==> src/rtl/ex_muldiv_stage.sv <==
// Execute stage: ID/EX pipeline register, HI/LO registers and a multi-cycle multiply/divide engine.
// Optional build macro MUL_FAST_EN: single-step multiply that raises no stall request.
module ex_muldiv_stage #(
    parameter int DATA_W    = 32,
    parameter int MUL_LAT   = 3,
    parameter int STALL_W   = 6,
    parameter int STAGE_IDX = 2
) (
    input  logic                clk,
    input  logic                rst,
    input  logic                flush,
    input  logic [STALL_W-1:0]  stall,
    input  logic                id_valid,
    input  logic [31:0]         id_pc,
    input  logic [3:0]          id_op,
    input  logic [DATA_W-1:0]   id_alu_res,
    input  logic [DATA_W-1:0]   id_src1,
    input  logic [DATA_W-1:0]   id_src2,
    input  logic                id_rf_we,
    input  logic [4:0]          id_rf_waddr,
    output logic                ex_valid,
    output logic [31:0]         ex_pc,
    output logic                ex_rf_we,
    output logic [4:0]          ex_rf_waddr,
    output logic [DATA_W-1:0]   ex_result,
    output logic                stallreq,
    output logic [DATA_W-1:0]   hi,
    output logic [DATA_W-1:0]   lo
);
    localparam logic [3:0] OP_ALU = 4'd0, OP_MULT = 4'd1, OP_MULTU = 4'd2, OP_DIV = 4'd3,
                           OP_DIVU = 4'd4, OP_MFHI = 4'd5, OP_MFLO = 4'd6, OP_MTHI = 4'd7,
                           OP_MTLO = 4'd8;
    localparam int CNT_MAX = (DATA_W > MUL_LAT) ? DATA_W : MUL_LAT;
    localparam int CNT_W   = $clog2(CNT_MAX + 1);

    typedef enum logic [1:0] {S_IDLE, S_MUL, S_DIV, S_DONE} state_t;

    logic                ex_valid_q, ex_rf_we_q;
    logic [31:0]         ex_pc_q;
    logic [3:0]          ex_op_q;
    logic [4:0]          ex_rf_waddr_q;
    logic [DATA_W-1:0]   ex_alu_res_q, ex_src1_q, ex_src2_q;

    logic stall_here, stall_next, load_bubble, load_instr, capture, retire;
    logic unused_stall_bits;

    assign stall_here        = stall[STAGE_IDX];
    assign stall_next        = stall[STAGE_IDX+1];
    assign load_bubble       = stall_here && !stall_next;
    assign load_instr        = !stall_here;
    assign capture           = load_bubble || load_instr;
    assign retire            = ex_valid_q && !stall_next;
    assign unused_stall_bits = ^stall;

    always_ff @(posedge clk) begin
        if (rst || flush || load_bubble) begin
            ex_valid_q    <= 1'b0;
            ex_pc_q       <= '0;
            ex_op_q       <= OP_ALU;
            ex_alu_res_q  <= '0;
            ex_src1_q     <= '0;
            ex_src2_q     <= '0;
            ex_rf_we_q    <= 1'b0;
            ex_rf_waddr_q <= '0;
        end else if (load_instr) begin
            ex_valid_q    <= id_valid;
            ex_pc_q       <= id_pc;
            ex_op_q       <= id_op;
            ex_alu_res_q  <= id_alu_res;
            ex_src1_q     <= id_src1;
            ex_src2_q     <= id_src2;
            ex_rf_we_q    <= id_rf_we;
            ex_rf_waddr_q <= id_rf_waddr;
        end
    end

    state_t              state_q, state_d;
    logic [CNT_W-1:0]    cnt_q, cnt_d;
    logic [DATA_W-1:0]   rem_q, rem_d, quo_q, quo_d, dvs_q, dvs_d, dvd_q, dvd_d;
    logic [DATA_W-1:0]   hi_q, hi_d, lo_q, lo_d;
    logic [2*DATA_W-1:0] prod_q, prod_d;
    logic                is_div_q, is_div_d, quo_neg_q, quo_neg_d, rem_neg_q, rem_neg_d;
    logic                dz_q, dz_d, done_q, done_d;

    logic                is_mul_op, is_div_op, op_signed, neg1, neg2, launch_mul, launch_div, fits;
    logic [DATA_W-1:0]   mag1, mag2, quo_fix, rem_fix;
    logic [2*DATA_W-1:0] mag_prod, mul_prod;
    logic [DATA_W:0]     rem_shift, rem_diff;

    assign is_mul_op  = ex_valid_q && (ex_op_q == OP_MULT || ex_op_q == OP_MULTU);
    assign is_div_op  = ex_valid_q && (ex_op_q == OP_DIV  || ex_op_q == OP_DIVU);
    assign op_signed  = (ex_op_q == OP_MULT) || (ex_op_q == OP_DIV);
    assign neg1       = op_signed && ex_src1_q[DATA_W-1];
    assign neg2       = op_signed && ex_src2_q[DATA_W-1];
    assign mag1       = neg1 ? -ex_src1_q : ex_src1_q;
    assign mag2       = neg2 ? -ex_src2_q : ex_src2_q;
    // done_q blocks a relaunch while a finished op is still held in the register
    assign launch_mul = is_mul_op && !done_q;
    assign launch_div = is_div_op && !done_q;

    assign mag_prod  = {{DATA_W{1'b0}}, mag1} * {{DATA_W{1'b0}}, mag2};
    assign mul_prod  = (neg1 ^ neg2) ? -mag_prod : mag_prod;
    assign rem_shift = {rem_q, quo_q[DATA_W-1]};
    assign rem_diff  = rem_shift - {1'b0, dvs_q};
    assign fits      = !rem_diff[DATA_W];
    assign quo_fix   = quo_neg_q ? -quo_q : quo_q;
    assign rem_fix   = rem_neg_q ? -rem_q : rem_q;

    always_comb begin
        state_d   = state_q;
        cnt_d     = cnt_q;
        rem_d     = rem_q;
        quo_d     = quo_q;
        dvs_d     = dvs_q;
        dvd_d     = dvd_q;
        prod_d    = prod_q;
        is_div_d  = is_div_q;
        quo_neg_d = quo_neg_q;
        rem_neg_d = rem_neg_q;
        dz_d      = dz_q;
        done_d    = done_q;
        hi_d      = hi_q;
        lo_d      = lo_q;
        case (state_q)
            S_IDLE: begin
                if (launch_mul) begin
                    prod_d   = mul_prod;
                    is_div_d = 1'b0;
                    cnt_d    = CNT_W'(MUL_LAT - 1);
`ifdef MUL_FAST_EN
                    state_d  = S_DONE;
`else
                    state_d  = (MUL_LAT <= 1) ? S_DONE : S_MUL;
`endif
                end else if (launch_div) begin
                    is_div_d  = 1'b1;
                    rem_d     = '0;
                    quo_d     = mag1;
                    dvs_d     = mag2;
                    dvd_d     = ex_src1_q;
                    dz_d      = (ex_src2_q == '0);
                    quo_neg_d = neg1 ^ neg2;
                    rem_neg_d = neg1;
                    cnt_d     = CNT_W'(DATA_W);
                    state_d   = S_DIV;
                end
            end
            S_MUL: begin
                cnt_d = cnt_q - CNT_W'(1);
                if (cnt_q <= CNT_W'(1)) state_d = S_DONE;
            end
            S_DIV: begin
                quo_d = {quo_q[DATA_W-2:0], fits};
                rem_d = fits ? rem_diff[DATA_W-1:0] : rem_shift[DATA_W-1:0];
                cnt_d = cnt_q - CNT_W'(1);
                if (cnt_q == CNT_W'(1)) state_d = S_DONE;
            end
            S_DONE: begin
                state_d = S_IDLE;
                done_d  = 1'b1;
                if (!flush) begin
                    if (!is_div_q) begin
                        {hi_d, lo_d} = prod_q;
                    end else if (dz_q) begin
                        hi_d = dvd_q;
                        lo_d = '1;
                    end else begin
                        hi_d = rem_fix;
                        lo_d = quo_fix;
                    end
                end
            end
            default: state_d = S_IDLE;
        endcase
        if (retire && ex_op_q == OP_MTHI) hi_d = ex_src1_q;
        if (retire && ex_op_q == OP_MTLO) lo_d = ex_src1_q;
        if (capture || flush) done_d = 1'b0;
        if (flush) state_d = S_IDLE;
    end

    always_ff @(posedge clk) begin
        if (rst) begin
            state_q   <= S_IDLE;
            cnt_q     <= '0;
            rem_q     <= '0;
            quo_q     <= '0;
            dvs_q     <= '0;
            dvd_q     <= '0;
            prod_q    <= '0;
            is_div_q  <= 1'b0;
            quo_neg_q <= 1'b0;
            rem_neg_q <= 1'b0;
            dz_q      <= 1'b0;
            done_q    <= 1'b0;
            hi_q      <= '0;
            lo_q      <= '0;
        end else begin
            state_q   <= state_d;
            cnt_q     <= cnt_d;
            rem_q     <= rem_d;
            quo_q     <= quo_d;
            dvs_q     <= dvs_d;
            dvd_q     <= dvd_d;
            prod_q    <= prod_d;
            is_div_q  <= is_div_d;
            quo_neg_q <= quo_neg_d;
            rem_neg_q <= rem_neg_d;
            dz_q      <= dz_d;
            done_q    <= done_d;
            hi_q      <= hi_d;
            lo_q      <= lo_d;
        end
    end

`ifdef MUL_FAST_EN
    assign stallreq = ((state_q == S_IDLE) && launch_div) || (state_q == S_DIV);
`else
    assign stallreq = ((state_q == S_IDLE) && (launch_div || launch_mul))
                    || (state_q == S_MUL) || (state_q == S_DIV);
`endif

    always_comb begin
        ex_result = '0;
        case (ex_op_q)
            OP_ALU:  ex_result = ex_alu_res_q;
            OP_MFHI: ex_result = hi_q;
            OP_MFLO: ex_result = lo_q;
            default: ex_result = '0;
        endcase
    end

    assign ex_valid    = ex_valid_q;
    assign ex_pc       = ex_pc_q;
    assign ex_rf_we    = ex_rf_we_q;
    assign ex_rf_waddr = ex_rf_waddr_q;
    assign hi          = hi_q;
    assign lo          = lo_q;
endmodule

==> config.mk <==
export PLATFORM = sky130hd
export DESIGN_NAME = ex_muldiv_stage
export DESIGN_NICKNAME = d
export VERILOG_FILES = /design/src/rtl/ex_muldiv_stage.sv
export SDC_FILE = /design/constraint.sdc
export NUM_CORES = 2
export LEC_CHECK = 0
export CAP_MARGIN = 20
export CORE_UTILIZATION = 56
export DETAILED_ROUTE_END_ITERATION = 10
export HOLD_SLACK_MARGIN = 0.15
export PLACE_DENSITY = 0.75
export SYNTH_ARGS = -nofsm -noshare
export SYNTH_HDL_FRONTEND = slang
export SYNTH_SLANG_ARGS = --single-unit
==> constraint.sdc <==
create_clock -name clk -period 14.54 [get_ports clk]
set_input_delay 4.362 -clock clk [delete_from_list [all_inputs] [get_ports clk]]
set_output_delay 4.362 -clock clk [all_outputs]
set_load 0.01 [all_outputs]
==> results.py <==
metrics = {
    "cts": {
        "htreeDepth": 2,
        "ctsResizeCount": 0,
        "cts-hold-fix-buffers": 0,
        "clkSinkCount": 408,
        "cts_buffers": 47,
        "worstSkewPairLatency_ns": 0.62,
        "cts_tree": "yes",
        "path_clk_slew_ns": 0.06,
        "post_cts_buffers": 0,
        "clk_path_buf_depth": 3,
        "cts_root_buffer": "clkbuf_16",
    },
    "worst_setup_path": {
        "crit_path_max_incr_delay_ns": 0.66,
        "crit_required_ns": 15.04,
        "slowest_stage": "nor4_2",
        "arrival_ns": 13.12,
        "cpMostUsedCell": "fa_1",
        "worst-path-max-fanout": 26,
        "cp-end-kind": "register",
        "criticalPathCategory": "reg -> reg",
        "cp-start-kind": "register",
    },
    "floorplanning": {
        "die_w_um": 317,
        "chipHeight_um": 317,
        "num_io_pins": 284,
        "core-area_um2": 98300,
        "floorplan.initialDensity_pct": 56.5,
        "rows": 115,
        "design.die.area_um2": 100000,
    },
    "detailed_routing": {
        "via_per_inst": 6.03,
        "dr.pass1.iters": 7,
        "totalWireLength_mm": 186,
        "wl_per_cell_um": 23.2,
        "detail-route-antenna-nets": 0,
        "num_vias": 48500,
        "drt_iter0_markers": 5057,
        "drc": 0,
    },
    "cells_and_area": {
        "diodes": 0,
        "filler_cell_count": 8327,
        "nets": 8068,
        "area_growth_pct": 11.7,
        "layout-drive-gt1-share_pct": 5.61,
    },
    "place": {
        "dp_hpwl_mm": 148,
        "port_buffers": 279,
        "place_ws_ns": 2.21,
        "gp_congestion": 1.02,
    },
    "sta": {
        "rsz0062_at_grt": "false",
        "tns_ns": 0,
        "finalCriticalPeriod_ns": 12.62,
        "worst_slack_ns": 1.92,
        "slew_violations": 0,
        "slew_headroom_pct": 21.2,
        "worstMarginPinSlew_ns": 1.18,
        "finalCritPeriodShare_pct": 86.8,
        "setup_viol": 0,
        "skew_ns": 0.0346,
        "finalHoldViolations": 0,
        "fmax_mhz": 79.2,
    },
    "logic_synthesis": {
        "avgSynthCellArea_um2": 8.35,
        "yosys.area.top_type": "fa_1",
        "synth_edf_count": 0,
        "yosys.cell_types.count": 104,
        "synth-seq-cells": 408,
        "synth.most_common_cell": "nor2_1",
        "synthCells": 6646,
        "yosysWarnings": 0,
        "synth_ff_type": "dfxtp_1",
        "yosys-top-cells-count": "nor2_1 (989), inv_1 (987), fa_1 (897), nand2_1 (822), dfxtp_1 (408)",
        "synthArstFlopShare_pct": 0,
        "syn_area_um2": 55500,
        "syn-num-nets": 7998,
        "synthTopCellsByArea": "fa_1 (32%), dfxtp_1 (15%), ha_1 (6.9%)",
        "ys_seq_area_share_pct": 14.7,
        "synth_top_area_share_pct": 32.4,
    },
    "grt": {
        "antenna_found_initial": 2,
        "gr-total-overflow": 0,
        "grt_pass1_wl_mm": 285,
        "grt_max_degree": 89,
        "grt_use_total_pct": 37.5,
        "grt_pass1_vias": 48400,
    },
    "pwr": {
        "p_leak_nw": 27.9,
        "ir_drop_v": 0.0000684,
        "power.density_nw_per_um2": 48.2,
    },
    "status": {
        "status": "finished, final reports clean",
    },
    "job": {
        "drv_cap": 0,
    },
    "min_path": {
        "hold_path_class": "reg -> reg",
    },
}
-- layout by cell type, fill, tap and decap left out, types with 19 or more instances in the layout --
cell,n
xor2_1,112
buf_4,155
nand3_1,65
o221ai_1,32
a31oi_1,53
a21oi_1,246
o21ai_0,182
nor2_1,988
a211oi_1,119
clkdlybuf4s50_1,277
nand2_1,822
ha_1,307
nand2b_1,22
or3_1,29
fa_1,897
nand4_1,24
xor2_2,20
o31ai_1,34
clkbuf_16,47
dfxtp_1,406
mux2i_1,207
o21bai_1,20
inv_1,987
a21o_1,56
and2_1,32
a222oi_1,32
xnor2_1,115
xnor2_2,32
nor4_1,20
nor3_1,59
and3_1,19
o211ai_1,22
-- metal layers --
metal / up-vias / wire (um) / track usage [%] / share of wire, %
li1: 21200 / - / - / -
met1: 24100 / 71900 / 49.6 / 39
met2: 2588 / 84200 / 58.8 / 45
met3: 551 / 19300 / 7.47 / 10
met4: 0 / 11000 / 18.8 / 5.9
met5: - / 0 / 0 / 0
-- flip-flops by register name, indices dropped and copies added (netlist names), 2 cells and up --
| register | cells |
|---|---|
| cnt_q | 6 |
| dvd_q | 32 |
| dvs_q | 32 |
| ex_alu_res_q | 32 |
| ex_op_q | 4 |
| ex_pc | 32 |
| ex_rf_waddr | 5 |
| ex_src1_q | 32 |
| ex_src2_q | 32 |
| hi | 32 |
| lo | 32 |
| prod_q | 64 |
| quo_q | 32 |
| rem_q | 32 |
| state_q | 2 |
-- area by class of cell --
type / count / area, um2 / share of cell area, %
Clock buffer: 62 / 1300 / 2.10
Timing Repair Buffer: 437 / 4000 / 6.45
Inverter: 988 / 3710 / 5.99
Tap cell: 1287 / 1610 / 2.60
Clock inverter: 23 / 400 / 0.646
Multi-Input combinational cell: 4834 / 42800 / 69.0
Sequential cell: 408 / 8170 / 13.2
-- stage by stage --
step | hold WS, ns | utilization [%] | power (mW) | instance area (um2) | std cells
after floorplan | 0.424 | - | 1.46 | 55500 | 6646
after global placement | 0.441 | 61.3 | 1.66 | 60200 | 7949
after detailed placement | 0.444 | 61.3 | 1.67 | 60200 | 7950
after CTS | 0.456 | 63.0 | 2.98 | 61900 | 8035
after global routing | 0.468 | 63.0 | 3.07 | 62000 | 8039
final | 0.454 | 63.0 | 2.98 | 62000 | 8039
-- path summary, 6_finish.rpt --
| kind | depth (start not counted) | slack (ns) | startpoint | to |
|---|---|---|---|---|
| max | 36 | 1.92 | ex_src1_q[0]$_SDFFE_PP0N_ | prod_q[62]$_SDFFE_PP0P_ |
| min reg2reg | 2 | 0.45 | dvd_q[31]$_SDFFE_PP0P_ | dvd_q[31]$_SDFFE_PP0P_ |
| min | 2 | 0.45 | dvd_q[31]$_SDFFE_PP0P_ | dvd_q[31]$_SDFFE_PP0P_ |
| max reg2reg | 36 | 1.92 | ex_src1_q[0]$_SDFFE_PP0N_ | prod_q[62]$_SDFFE_PP0P_ |
-- logic make-up (layout without fill, tap and decap cells) --
| kind of cell | Yosys count | in the layout | synth area share [%] |
|---|---|---|---|
| AO/OA/AOI/OAI | 953 | 953 | 11.5 |
| XOR/XNOR | 298 | 298 | 4.70 |
| adder cells (fa/ha/maj) | 1204 | 1204 | 39.3 |
| buffers and inverters | 1404 | 1510 | 9.67 |
| flip-flops | 408 | 408 | 14.7 |
| multiplexers | 208 | 208 | 3.75 |
| AND/OR/NAND/NOR | 2171 | 2171 | 16.4 |
-- report_power, final --
group | switching, mW | internal (mW)
sequential | 0.0166 | 1.13
clock | 0.529 | 0.795
combinational | 0.330 | 0.184
total | 0.876 | 2.11
-- worst max-delay path: cells and delay by family (launching register included) --
family / cells / cell delay, ns
adders and majority gates: 10 / 4.75
and+or+nand+nor: 11 / 3.68
AOI/OAI and AO/OA: 7 / 2.21
buffers and inverters: 6 / 1.17
xor gates and xnor gates: 2 / 0.33
DFF: 1 / 0.30
No activity file was read; power rests on OpenSTA's default activity.
